`src/rtl/icache_pkg.sv`:
```
// Shared types and constants for the direct-mapped instruction cache.
package icache_pkg;

  localparam int XLEN = 32;

  typedef enum logic [1:0] {
    S_IDLE    = 2'd0,
    S_REFILL  = 2'd1,
    S_RESPOND = 2'd2
  } state_t;

endpackage

```
`src/rtl/icache_if.sv`:
```
// Fetch-side and memory-side handshake bundle of the instruction cache.
interface icache_if;

  logic                        fetch_req;
  logic [icache_pkg::XLEN-1:0] fetch_pc;
  logic                        inst_ready;
  logic [icache_pkg::XLEN-1:0] inst;
  logic [icache_pkg::XLEN-1:0] inst_addr;
  logic                        busy;
  logic                        mem_req;
  logic [icache_pkg::XLEN-1:0] mem_addr;
  logic                        mem_ack;
  logic [icache_pkg::XLEN-1:0] mem_data;

  // Cache side
  modport master (
    input  fetch_req, fetch_pc, mem_ack, mem_data,
    output inst_ready, inst, inst_addr, busy, mem_req, mem_addr
  );

  // Fetch unit and memory controller side
  modport slave (
    output fetch_req, fetch_pc, mem_ack, mem_data,
    input  inst_ready, inst, inst_addr, busy, mem_req, mem_addr
  );

endinterface

```
`src/rtl/icache_array.sv`:
```
// Valid/tag/data storage: combinational read, synchronous write, async valid clear.
module icache_array
  import icache_pkg::*;
#(
  parameter int INDEX_BITS = 4,
  parameter int WORD_BITS  = 2,
  parameter int TAG_BITS   = XLEN - INDEX_BITS - WORD_BITS - 2
) (
  input  logic                  clk,
  input  logic                  rst,
  input  logic [INDEX_BITS-1:0] rd_idx,
  input  logic [WORD_BITS-1:0]  rd_word,
  output logic                  rd_valid,
  output logic [TAG_BITS-1:0]   rd_tag,
  output logic [XLEN-1:0]       rd_data,
  input  logic [INDEX_BITS-1:0] wr_idx,
  input  logic [WORD_BITS-1:0]  wr_word,
  input  logic                  data_we,
  input  logic [XLEN-1:0]       wr_data,
  input  logic                  tag_we,
  input  logic [TAG_BITS-1:0]   wr_tag,
  input  logic                  inval_we
);

  localparam int LINES = 1 << INDEX_BITS;
  localparam int WORDS = 1 << WORD_BITS;

  logic [LINES-1:0]    valid;
  logic [TAG_BITS-1:0] tags [LINES];
  logic [XLEN-1:0]     data [LINES][WORDS];

  // Only the valid bits are reset; stale tags/data are harmless while invalid.
  always_ff @(posedge clk or negedge rst) begin
    if (!rst) begin
      valid <= '0;
    end else if (tag_we) begin
      valid[wr_idx] <= 1'b1;
    end else if (inval_we) begin
      valid[wr_idx] <= 1'b0;
    end
  end

  always_ff @(posedge clk) begin
    if (data_we) begin
      data[wr_idx][wr_word] <= wr_data;
    end
    if (tag_we) begin
      tags[wr_idx] <= wr_tag;
    end
  end

  assign rd_valid = valid[rd_idx];
  assign rd_tag   = tags[rd_idx];
  assign rd_data  = data[rd_idx][rd_word];

endmodule

```
`src/rtl/icache.sv`:
```
// Direct-mapped instruction cache top: lookup/refill FSM and response registers.
// Optional hit/miss counters are built when ICACHE_STATS_EN is defined.
module icache
  import icache_pkg::*;
#(
  parameter int INDEX_BITS = 4,
  parameter int WORD_BITS  = 2
) (
  input  logic         clk,
  input  logic         rst,
  input  logic         rdy,
  input  logic         clear,
  icache_if.master     bus
`ifdef ICACHE_STATS_EN
  ,
  output logic [31:0]  hit_cnt,
  output logic [31:0]  miss_cnt
`endif
);

  localparam int IDX_LSB  = WORD_BITS + 2;
  localparam int TAG_LSB  = INDEX_BITS + WORD_BITS + 2;
  localparam int TAG_BITS = XLEN - TAG_LSB;
  localparam logic [WORD_BITS-1:0] LAST_WORD = '1;

  state_t               state;
  logic [XLEN-1:0]      pc_q;
  logic [WORD_BITS-1:0] cnt;
  logic [WORD_BITS-1:0] cnt_nxt;
  logic                 drop;

  logic [INDEX_BITS-1:0] req_idx, lat_idx, rd_idx;
  logic [WORD_BITS-1:0]  req_word, lat_word, rd_word;
  logic [TAG_BITS-1:0]   req_tag, lat_tag, rd_tag;
  logic                  rd_valid;
  logic [XLEN-1:0]       rd_data;
  logic                  lookup, hit, fill_we, tag_we, inval_we, last;

  assign req_idx  = bus.fetch_pc[TAG_LSB-1:IDX_LSB];
  assign req_word = bus.fetch_pc[IDX_LSB-1:2];
  assign req_tag  = bus.fetch_pc[XLEN-1:TAG_LSB];
  assign lat_idx  = pc_q[TAG_LSB-1:IDX_LSB];
  assign lat_word = pc_q[IDX_LSB-1:2];
  assign lat_tag  = pc_q[XLEN-1:TAG_LSB];

  // IDLE looks up the incoming PC; REFILL/RESPOND work on the latched PC.
  assign rd_idx  = (state == S_IDLE) ? req_idx  : lat_idx;
  assign rd_word = (state == S_IDLE) ? req_word : lat_word;

  assign lookup   = rdy && (state == S_IDLE) && bus.fetch_req && !clear;
  assign hit      = rd_valid && (rd_tag == req_tag);
  assign last     = (cnt == LAST_WORD);
  assign cnt_nxt  = cnt + 1'b1;
  assign fill_we  = rdy && (state == S_REFILL) && bus.mem_ack;
  assign tag_we   = fill_we && last;
  assign inval_we = lookup && !hit;

  assign bus.busy = (state != S_IDLE);

  icache_array #(
    .INDEX_BITS (INDEX_BITS),
    .WORD_BITS  (WORD_BITS),
    .TAG_BITS   (TAG_BITS)
  ) u_array (
    .clk      (clk),
    .rst      (rst),
    .rd_idx   (rd_idx),
    .rd_word  (rd_word),
    .rd_valid (rd_valid),
    .rd_tag   (rd_tag),
    .rd_data  (rd_data),
    .wr_idx   (rd_idx),
    .wr_word  (cnt),
    .data_we  (fill_we),
    .wr_data  (bus.mem_data),
    .tag_we   (tag_we),
    .wr_tag   (lat_tag),
    .inval_we (inval_we)
  );

  always_ff @(posedge clk or negedge rst) begin
    if (!rst) begin
      state          <= S_IDLE;
      pc_q           <= '0;
      cnt            <= '0;
      drop           <= 1'b0;
      bus.inst_ready <= 1'b0;
      bus.inst       <= '0;
      bus.inst_addr  <= '0;
      bus.mem_req    <= 1'b0;
      bus.mem_addr   <= '0;
    end else if (rdy) begin
      bus.inst_ready <= 1'b0;
      case (state)
        S_IDLE: begin
          drop <= 1'b0;
          if (lookup) begin
            pc_q <= bus.fetch_pc;
            if (hit) begin
              bus.inst_ready <= 1'b1;
              bus.inst       <= rd_data;
              bus.inst_addr  <= bus.fetch_pc;
            end else begin
              state        <= S_REFILL;
              cnt          <= '0;
              bus.mem_req  <= 1'b1;
              bus.mem_addr <= {bus.fetch_pc[XLEN-1:IDX_LSB], {WORD_BITS{1'b0}}, 2'b00};
            end
          end
        end
        S_REFILL: begin
          // A flush only suppresses the response; the line fill always completes.
          if (clear) begin
            drop <= 1'b1;
          end
          if (bus.mem_ack) begin
            if (last) begin
              bus.mem_req <= 1'b0;
              state       <= S_RESPOND;
            end else begin
              cnt          <= cnt_nxt;
              bus.mem_addr <= {pc_q[XLEN-1:IDX_LSB], cnt_nxt, 2'b00};
            end
          end
        end
        S_RESPOND: begin
          if (!(drop || clear)) begin
            bus.inst_ready <= 1'b1;
            bus.inst       <= rd_data;
            bus.inst_addr  <= pc_q;
          end
          drop  <= 1'b0;
          state <= S_IDLE;
        end
        default: state <= S_IDLE;
      endcase
    end
  end

`ifdef ICACHE_STATS_EN
  always_ff @(posedge clk or negedge rst) begin
    if (!rst) begin
      hit_cnt  <= '0;
      miss_cnt <= '0;
    end else if (lookup) begin
      if (hit) begin
        hit_cnt <= hit_cnt + 32'd1;
      end else begin
        miss_cnt <= miss_cnt + 32'd1;
      end
    end
  end
`endif

endmodule
```
`src/flat_wrapper.sv`:
```
// flat-port wrapper written by rule: the top's interface ports become plain ports
module icache_flat import icache_pkg::*;
#(
  parameter int INDEX_BITS = 4,
  parameter int WORD_BITS  = 2
)
  (clk, rst, rdy, clear, bus_fetch_req, bus_fetch_pc, bus_mem_ack, bus_mem_data, bus_inst_ready, bus_inst, bus_inst_addr, bus_busy, bus_mem_req, bus_mem_addr);
  icache_if bus_i ();
  input  logic clk;
  input  logic rst;
  input  logic rdy;
  input  logic clear;
  input wire logic [$bits(bus_i.fetch_req)-1:0] bus_fetch_req;
  input wire logic [$bits(bus_i.fetch_pc)-1:0] bus_fetch_pc;
  input wire logic [$bits(bus_i.mem_ack)-1:0] bus_mem_ack;
  input wire logic [$bits(bus_i.mem_data)-1:0] bus_mem_data;
  output wire logic [$bits(bus_i.inst_ready)-1:0] bus_inst_ready;
  output wire logic [$bits(bus_i.inst)-1:0] bus_inst;
  output wire logic [$bits(bus_i.inst_addr)-1:0] bus_inst_addr;
  output wire logic [$bits(bus_i.busy)-1:0] bus_busy;
  output wire logic [$bits(bus_i.mem_req)-1:0] bus_mem_req;
  output wire logic [$bits(bus_i.mem_addr)-1:0] bus_mem_addr;
  assign bus_i.fetch_req = bus_fetch_req;
  assign bus_i.fetch_pc = bus_fetch_pc;
  assign bus_i.mem_ack = bus_mem_ack;
  assign bus_i.mem_data = bus_mem_data;
  assign bus_inst_ready = bus_i.inst_ready;
  assign bus_inst = bus_i.inst;
  assign bus_inst_addr = bus_i.inst_addr;
  assign bus_busy = bus_i.busy;
  assign bus_mem_req = bus_i.mem_req;
  assign bus_mem_addr = bus_i.mem_addr;
  icache #(.INDEX_BITS(INDEX_BITS), .WORD_BITS(WORD_BITS)) u_core (.clk(clk), .rst(rst), .rdy(rdy), .clear(clear), .bus(bus_i));
endmodule
```
`config.mk`:
```
export PLATFORM = sky130hd
export DESIGN_NAME = icache_flat
export DESIGN_NICKNAME = d
export VERILOG_FILES = /design/src/rtl/icache_pkg.sv /design/src/rtl/icache_if.sv /design/src/rtl/icache_array.sv /design/src/rtl/icache.sv /design/src/flat_wrapper.sv
export SDC_FILE = /design/constraint.sdc
export NUM_CORES = 2
export LEC_CHECK = 0
export ABC_AREA = 1
export BUFFER_PORTS_ARGS = -buffer_cell sky130_fd_sc_hd__buf_4
export CAP_MARGIN = 20
export CORE_MARGIN = 1.5
export CORE_UTILIZATION = 45
export CTS_BUF_LIST = sky130_fd_sc_hd__clkbuf_8
export CTS_CLUSTER_DIAMETER = 80
export DETAILED_ROUTE_END_ITERATION = 8
export GPL_TIMING_DRIVEN = 0
export SLEW_MARGIN = 20
export SYNTH_ARGS = -nofsm -noshare
export SYNTH_HDL_FRONTEND = slang
export SYNTH_HIERARCHICAL = 1
export SYNTH_SLANG_ARGS = --single-unit
export TNS_END_PERCENT = 50
```
`constraint.sdc`:
```
create_clock -name clk -period 5.2 [get_ports clk]
set_clock_uncertainty 0.2 [all_clocks]
set_input_delay 0.78 -clock clk [delete_from_list [all_inputs] [get_ports clk]]
set_output_delay 0.78 -clock clk [all_outputs]
set_load 0.005 [all_outputs]
```
-- Word level (Yosys, flattened, before mapping)
Memories as Yosys holds them, arrays and structs flattened.
Cells that the tools add are included.
- register bits: 151
- memory bits (writable): 2432
- input port bits: 70
- output and inout bits: 99
- memories kept: 2
- memory list (memory ; words ; width ; rd ports ; clocked after memory_dff ; write ports ; RTL line ; source):
    u_core.u_array.data ; 16 ; 128 ; 1 ; 0 ; 1 ; icache_array.sv:30 ; logic [XLEN-1:0] data [LINES][WORDS];
    u_core.u_array.tags ; 16 ; 24 ; 1 ; 0 ; 1 ; icache_array.sv:29 ; logic [TAG_BITS-1:0] tags [LINES];
- add/subtract/negate cells: 1
- $lt $le $gt $ge: 5
- equal/unequal tests: 12
- multiplexer cells: 51
- bitwise logic cells: 5
- reductions and logical operators: 26
- operators with widths (operator ; count):
    $mux W32 ; 13
    $pmux W32 S2 ; 3
    $mux W128 ; 1
    $bmux W32 S2 ; 1
    $demux W32 S2 ; 1
    $mux W16 ; 2
    $eq A24 B24 Y1 ; 1
    $mux W2 ; 9
    $and A16 B16 Y16 ; 1
    $not A16 Y16 ; 1
    $or A16 B16 Y16 ; 1
    $mux W1 ; 13
    $reduce_and A6 Y1 ; 2
    $logic_and A1 B1 Y1 ; 10
    $ne A2 B2 Y1 const B ; 5
    $reduce_and A5 Y1 ; 2
    $reduce_bool A2 Y1 ; 5
    $pmux W2 S2 ; 2
    $ge A3 B3 Y1 const B ; 2
    $ne A2 B1 Y1 const B ; 3
    $not A2 Y3 ; 2
    $pmux W1 S2 ; 3
    $reduce_and A3 Y1 ; 2
    $lt A4 B5 Y1 const B ; 1
    12 further kinds ; 14

-- Longest topological paths before layout
- depth in word-level cells: 10
- gate-level depth with buffers: 28
- mapped depth without buffers: 23

-- Hierarchy
The synthesis kept the hierarchy.
- by module, submodules not included (module ; instances ; cells an instance ; area an instance (um2) ; sequential area each (um2)):
    icache_array ; 1 ; 7951 ; 98206.7 ; 73430.4
    icache ; 1 ; 845 ; 6349.8 ; 3278.1

-- Least setup slack after synthesis
OpenSTA, ideal clock, no wires.
- kind: register to register
- start: register u_core.state[0]
- end: register (tool-made name)
- setup time: 0.083 ns
- arrival: 3.759 ns
- slack: 1.159 ns
- cell stages (with the launch flop): 27
- period minus slack after synthesis: 4.041 ns
- path through: dfrtp_1 -> inv_1 -> nand2_1 -> clkbuf_1 -> o21ai_0 -> buf_6 -> buf_8 -> buf_6 -> buf_6 -> buf_4 -> nor2_1 -> o221ai_1 -> o211ai_1 -> nand2_1 -> inv_1 -> nand2_1 -> nand2_1 -> nor2_1 -> nand3_1 -> nor2_1 -> nand4_1 -> nand4_1 -> inv_1 -> nor2_1 -> clkbuf_1 -> o21ai_0 -> o21ai_0
- RTL lines (element ; RTL line ; source):
    from (decl) ; icache.sv:26 ; state_t state;
    from (signal assigned) ; icache.sv:83 ; state <= S_IDLE;
    from (signal assigned) ; icache.sv:104 ; state <= S_REFILL;
    from (signal assigned) ; icache.sv:119 ; state <= S_RESPOND;

-- Final worst setup path
- start: register u_core.state[0]
- end: register u_core.bus.inst[0]
- elaborated cells on any way between the ends: 26
- classes of those cells: eq/ne (5); mux (11); bitwise (1); reduce/logical (7); memory (2)
- RTL lines (element ; RTL line ; source):
    $logic_not A2 Y1 ; icache.sv:47 ; assign rd_idx = (state == S_IDLE) ? req_idx : lat_idx;
    $mux W4 ; icache.sv:47 ;
    via u_core.rd_idx[2] ; icache.sv:32 ; logic [INDEX_BITS-1:0] req_idx, lat_idx, rd_idx;
    $mem_v2 Z16 W24 ; -- ;
    via u_core.rd_tag[10] ; icache.sv:34 ; logic [TAG_BITS-1:0] req_tag, lat_tag, rd_tag;
    $eq A24 B24 Y1 ; icache.sv:51 ; assign hit = rd_valid && (rd_tag == req_tag);
    $logic_and A1 B1 Y1 ; icache.sv:51 ;
    $ne A2 B1 Y1 (no line) ; -- ;
    $reduce_and A5 Y1 (no line) ; -- ;
    to (signal assigned) ; icache.sv:101 ; bus.inst <= rd_data;
    to (signal assigned) ; icache.sv:129 ; bus.inst <= rd_data;
    to (decl) ; icache_if.sv:18 ; output inst_ready, inst, inst_addr, busy, mem_req, mem_addr
The timed path passes the listed nets, and every way through them passes these cells. The select of a mux whose other input is x is not followed.
A chain may end at the register's enable or synchronous reset.

==> results_tabular.tex <==
\begin{tabular}{lr}
\hline
Metric & Value \\
\hline
\multicolumn{2}{l}{\textbf{Cells and area}} \\
Multi-input logic area & roughly 0.025 mm² \\
Layout cell share with drive strength beyond 1 & between 10 and 15\% \\
Area used by sequential logic in the layout & 0.0767 mm² \\
Final cell count without fillers & 13000 \\
Area Overhead vs Synth & 17.0\% \\
Fill cells & about 20000 \\
Net count of the finished layout & between 9000 and 10000 \\
\multicolumn{2}{l}{\textbf{Synthesis}} \\
Warnings, synthesis & 6 \\
Post-Synthesis Cell Area & 0.105 mm² \\
Synth cell count leaders & sky130\_fd\_sc\_hd\_\_nand2\_1, sky130\_fd\_sc\_hd\_\_edfxtp\_1, sky130\_fd\_sc\_hd\_\_nand3\_1, sky130\_fd\_sc\_hd\_\_nor2\_1, sky130\_fd\_sc\_hd\_\_o21ai\_0 \\
Dominant cell type by area after synthesis & sky130\_fd\_sc\_hd\_\_edfxtp\_1 \\
Post-Syn Instances & a little under 9000 \\
Async set or reset register ratio after synthesis & between 5 and 6\% \\
Number of distinct library cells after synthesis & 31 \\
Most common flop cell mapped by yosys & sky130\_fd\_sc\_hd\_\_edfxtp\_1 \\
Share of the synthesized area in the top cell type & 69.8\% \\
Average cell area after synthesis & 11.9 µm² \\
Most common cell in the netlist & sky130\_fd\_sc\_hd\_\_nand2\_1 \\
Portion of the post-synthesis area used by sequential elements & approximately 73\% \\
Top area cells in the synthesized netlist & sky130\_fd\_sc\_hd\_\_edfxtp\_1, sky130\_fd\_sc\_hd\_\_nand2\_1, sky130\_fd\_sc\_hd\_\_nand3\_1 \\
Post-synthesis sequential element count & roughly 2600 \\
Count of flip-flops with a built-in enable after synthesis & 2432 \\
\multicolumn{2}{l}{\textbf{Placed design}} \\
Worst slack after detailed placement & -2.64 ns \\
Total half-perimeter wirelength after legalization and detailed placement & between 200000 and 300000 µm \\
Final GP Congestion & 1.06 \\
Number of placed cells counting well taps & around 12000 \\
Count of input and output buffers & 166 \\
\multicolumn{2}{l}{\textbf{Worst setup path}} \\
Endpoint type of the worst setup path & flop \\
Worst Setup Start Kind & flop \\
Critical Setup Path Class & reg -> reg \\
Arrival @ worst endpoint & around 5.9 ns \\
Crit path required time & between 6 and 7 ns \\
Critical path fanouts, max & 11 \\
\multicolumn{2}{l}{\textbf{Clock network}} \\
Clk Latency, worst-skew pair & 1.22 ns \\
Clock Pin Slew Worst Setup and Hold Paths & approximately 0.06 ns \\
CTS max path bufs & 4 \\
Number of H-tree levels & 5 \\
Clock root buffer & sky130\_fd\_sc\_hd\_\_clkbuf\_8 \\
Count of clock tree sinks & between 2000 and 3000 \\
Clock tree from TritonCTS & built \\
Clock buffers created by TritonCTS & 438 \\
\multicolumn{2}{l}{\textbf{Status}} \\
Status & finished clean \\
\multicolumn{2}{l}{\textbf{Hold path}} \\
Kind of path behind the tightest hold check & in -> reg \\
\multicolumn{2}{l}{\textbf{Route}} \\
Via/cell ratio & between 6 and 7 \\
Post-detailed-routing wire length & approximately 440000 µm \\
WL per Instance & roughly 34 µm \\
Residual DRC & 0 \\
Routed vias & approximately 80000 \\
1st-pass router iterations & 7 \\
Final antenna-violating net count & 0 \\
Number of DRC markers in iteration 0 & approximately 14000 \\
\multicolumn{2}{l}{\textbf{Floorplanning}} \\
Area enclosed by the die boundary & 0.235 mm² \\
Vertical extent of the die & around 490 µm \\
Number of core rows & $\sim$180 \\
Top-Level Pins & 169 \\
Floorplan die width & 485 µm \\
Effective utilization at floorplan & a little under half \\
Core Box Area & approximately 0.23 mm² \\
\multicolumn{2}{l}{\textbf{Pwr}} \\
Power density of the placed cells & $\sim$610 mW/mm² \\
Standby leakage power & between 40 and 50 nW \\
Worst supply voltage drop on vdd & a little under 0.4 mV \\
\multicolumn{2}{l}{\textbf{Global routing}} \\
Gr usage total & between 30 and 40\% \\
GRT overflow & 0 \\
Via count of the first global-routing pass & around 73000 \\
Number of antenna violations at the first check in global routing & 44 \\
Largest net degree at the start of global routing & between 60 and 70 \\
Wire length of the first global-routing pass & a little under 600000 µm \\
\multicolumn{2}{l}{\textbf{Flow run}} \\
Max Cap Violations & 0 \\
\multicolumn{2}{l}{\textbf{Timing}} \\
Setup violations, final & 0 \\
Tightest Pin Transition & about 1.3 ns \\
Number of endpoints with negative hold slack in the final report & 0 \\
Worst slew margin & $\sim$14\% \\
Worst setup slack after layout & 0.104 ns \\
Tcrit/Tclk final & 98.0\% \\
Period minus WS final & around 5 ns \\
Max-slew violation total from the final report & 0 \\
Setup repair after global routing missed its margin & yes \\
Peak Freq & 0.196 GHz \\
\hline
\end{tabular}
[metrics by stage]
stage / hold WS, ns / power [mW] / utilization (%) / area, µm² / setup TNS [ns]
final: 0.0405 / 74.9 / 53.1 / 122000 / 0
after detailed placement: 0.261 / 56.5 / 49.3 / 114000 / -237.01
after floorplan: 0.263 / 40.7 / - / 105000 / 0
after global placement: 0.263 / 56.0 / 47.5 / 110000 / -4732.61
after global routing: 0.0267 / 76.5 / 53.1 / 122000 / -0.0293
after CTS: 0.00226 / 73.1 / 53.0 / 122000 / 0
[final cells by class]
cell class / instances / area share (%)
multi-input combinational: 5528 / 20.4
timing repair buffer: 367 / 4.36
clock inverter: 317 / 1.16
antenna: 23 / 0.0470
clock buffer: 454 / 5.11
tap: 3026 / 3.09
inverter: 101 / 0.318
buffer: 574 / 2.84
sequential: 2579 / 62.7
[per-layer routing]
| layer | GRT usage [%] | share of wire [%] | vias up |
|---|---|---|---|
| met5 | 0.204 | 0.027 | - |
| met4 | 21.7 | 6.9 | 16 |
| met3 | 11.5 | 14 | 1213 |
| met2 | 53.5 | 43 | 6209 |
| met1 | 47.6 | 36 | 39600 |
| li1 | - | - | 32900 |
[power by group]
part / internal [mW] / switching (mW) / total [mW]
clock: 8.22 / 8.26 / 16.5
sequential: 23.8 / 0.883 / 24.7
combinational: 7.98 / 25.7 / 33.7
total: 40.0 / 34.9 / 74.9
[worst max-delay path, cell delays in order (launching register included)]
cell                       delay (ns)
sky130_fd_sc_hd__dfrtp_1         0.39
sky130_fd_sc_hd__inv_1           0.17
sky130_fd_sc_hd__nand2_2         0.17
sky130_fd_sc_hd__clkbuf_8        0.22
sky130_fd_sc_hd__nand2_1         0.11
sky130_fd_sc_hd__o21ai_4         0.11
sky130_fd_sc_hd__buf_6           0.21
sky130_fd_sc_hd__inv_4           0.30
sky130_fd_sc_hd__buf_8           0.35
sky130_fd_sc_hd__clkbuf_4        0.34
sky130_fd_sc_hd__o21ai_1         0.12
sky130_fd_sc_hd__o21ai_2         0.33
sky130_fd_sc_hd__inv_1           0.08
sky130_fd_sc_hd__nand2_1         0.06
sky130_fd_sc_hd__nand2_1         0.06
sky130_fd_sc_hd__nor2_2          0.26
sky130_fd_sc_hd__nand3_1         0.13
sky130_fd_sc_hd__nor2_2          0.16
sky130_fd_sc_hd__nand4_1         0.14
sky130_fd_sc_hd__nand2_1         0.14
sky130_fd_sc_hd__buf_6           0.23
sky130_fd_sc_hd__buf_8           0.22
sky130_fd_sc_hd__nand3_2         0.22
sky130_fd_sc_hd__nand2_1         0.15
[path summary, 6_finish.rpt]
| path | start | endpoint | slack (ns) | depth (start not counted) |
|---|---|---|---|---|
| max | u_core/state[0]$_DFFE_PN0P_ | u_core/bus.inst[0]$_DFFE_PN0P_ | 0.10 | 23 |
| min | bus_mem_data[22] | u_core/u_array/data[0][54]$_DFFE_PP_ | 0.04 | 1 |
| max reg2reg | u_core/state[0]$_DFFE_PN0P_ | u_core/bus.inst[0]$_DFFE_PN0P_ | 0.10 | 23 |
| min reg2reg | u_core/bus.mem_addr[17]$_DFFE_PN0P_ | u_core/bus.mem_addr[17]$_DFFE_PN0P_ | 0.27 | 2 |
| max in group asynchronous | rst | u_core/bus.inst[21]$_DFFE_PN0P_ | 3.49 | 4 |
| min in group asynchronous | rst | u_core/bus.mem_addr[13]$_DFFE_PN0P_ | 0.50 | 3 |
[cell families (layout without fill, tap and decap cells)]
family                   Yosys count  in the layout  synth area share (%)
XOR/XNOR                           3              3                0.0251
other                              1             25               0.00359
AND/OR/NAND/NOR                 5035           5035                  20.5
AO/OA/AOI/OAI                    487            487                  2.59
adder cells (fa/ha/maj)            1              1                0.0120
buffers and inverters            690           1813                  3.50
flip-flops                      2579           2579                  73.4
[state kept, by name (all words and copies together) (netlist names), named ones only]
signal / cells
u_core/cnt: 1
u_core/u_array/tags: 384
u_core/u_array/data: 2048
u_core/bus.inst: 32
u_core/state: 2
u_core/bus.mem_req: 1
u_core/pc_q: 32
u_core/drop: 1
u_core/bus.inst_addr: 32
u_core/bus.inst_ready: 1
u_core/bus.mem_addr: 29
[timing repair]
item | 4_1_cts | 5_1_grt
pin swaps | 4 | 2
setup buffers | 3 | 3
setup endpoints to repair | 113 | 84
resized for setup | 120 | 42
hold buffers | 42 | 0
endpoints found under the hold margin | 220 | 0
[layout by cell type (no fill, tap or decap), types with 59 or more instances in the layout]
cell type / n
sky130_fd_sc_hd__nand3_1: 1948
sky130_fd_sc_hd__clkbuf_8: 455
sky130_fd_sc_hd__buf_6: 72
sky130_fd_sc_hd__buf_12: 89
sky130_fd_sc_hd__clkbuf_1: 79
sky130_fd_sc_hd__nor2_1: 261
sky130_fd_sc_hd__o22ai_1: 59
sky130_fd_sc_hd__clkinv_1: 108
sky130_fd_sc_hd__dfrtp_1: 147
sky130_fd_sc_hd__buf_16: 70
sky130_fd_sc_hd__inv_1: 247
sky130_fd_sc_hd__nand2_1: 2695
sky130_fd_sc_hd__buf_2: 275
sky130_fd_sc_hd__o21ai_0: 330
sky130_fd_sc_hd__edfxtp_1: 2432
sky130_fd_sc_hd__buf_4: 232
sky130_fd_sc_hd__nor2_4: 81
Note: power is estimated with default switching activity, not from simulation.
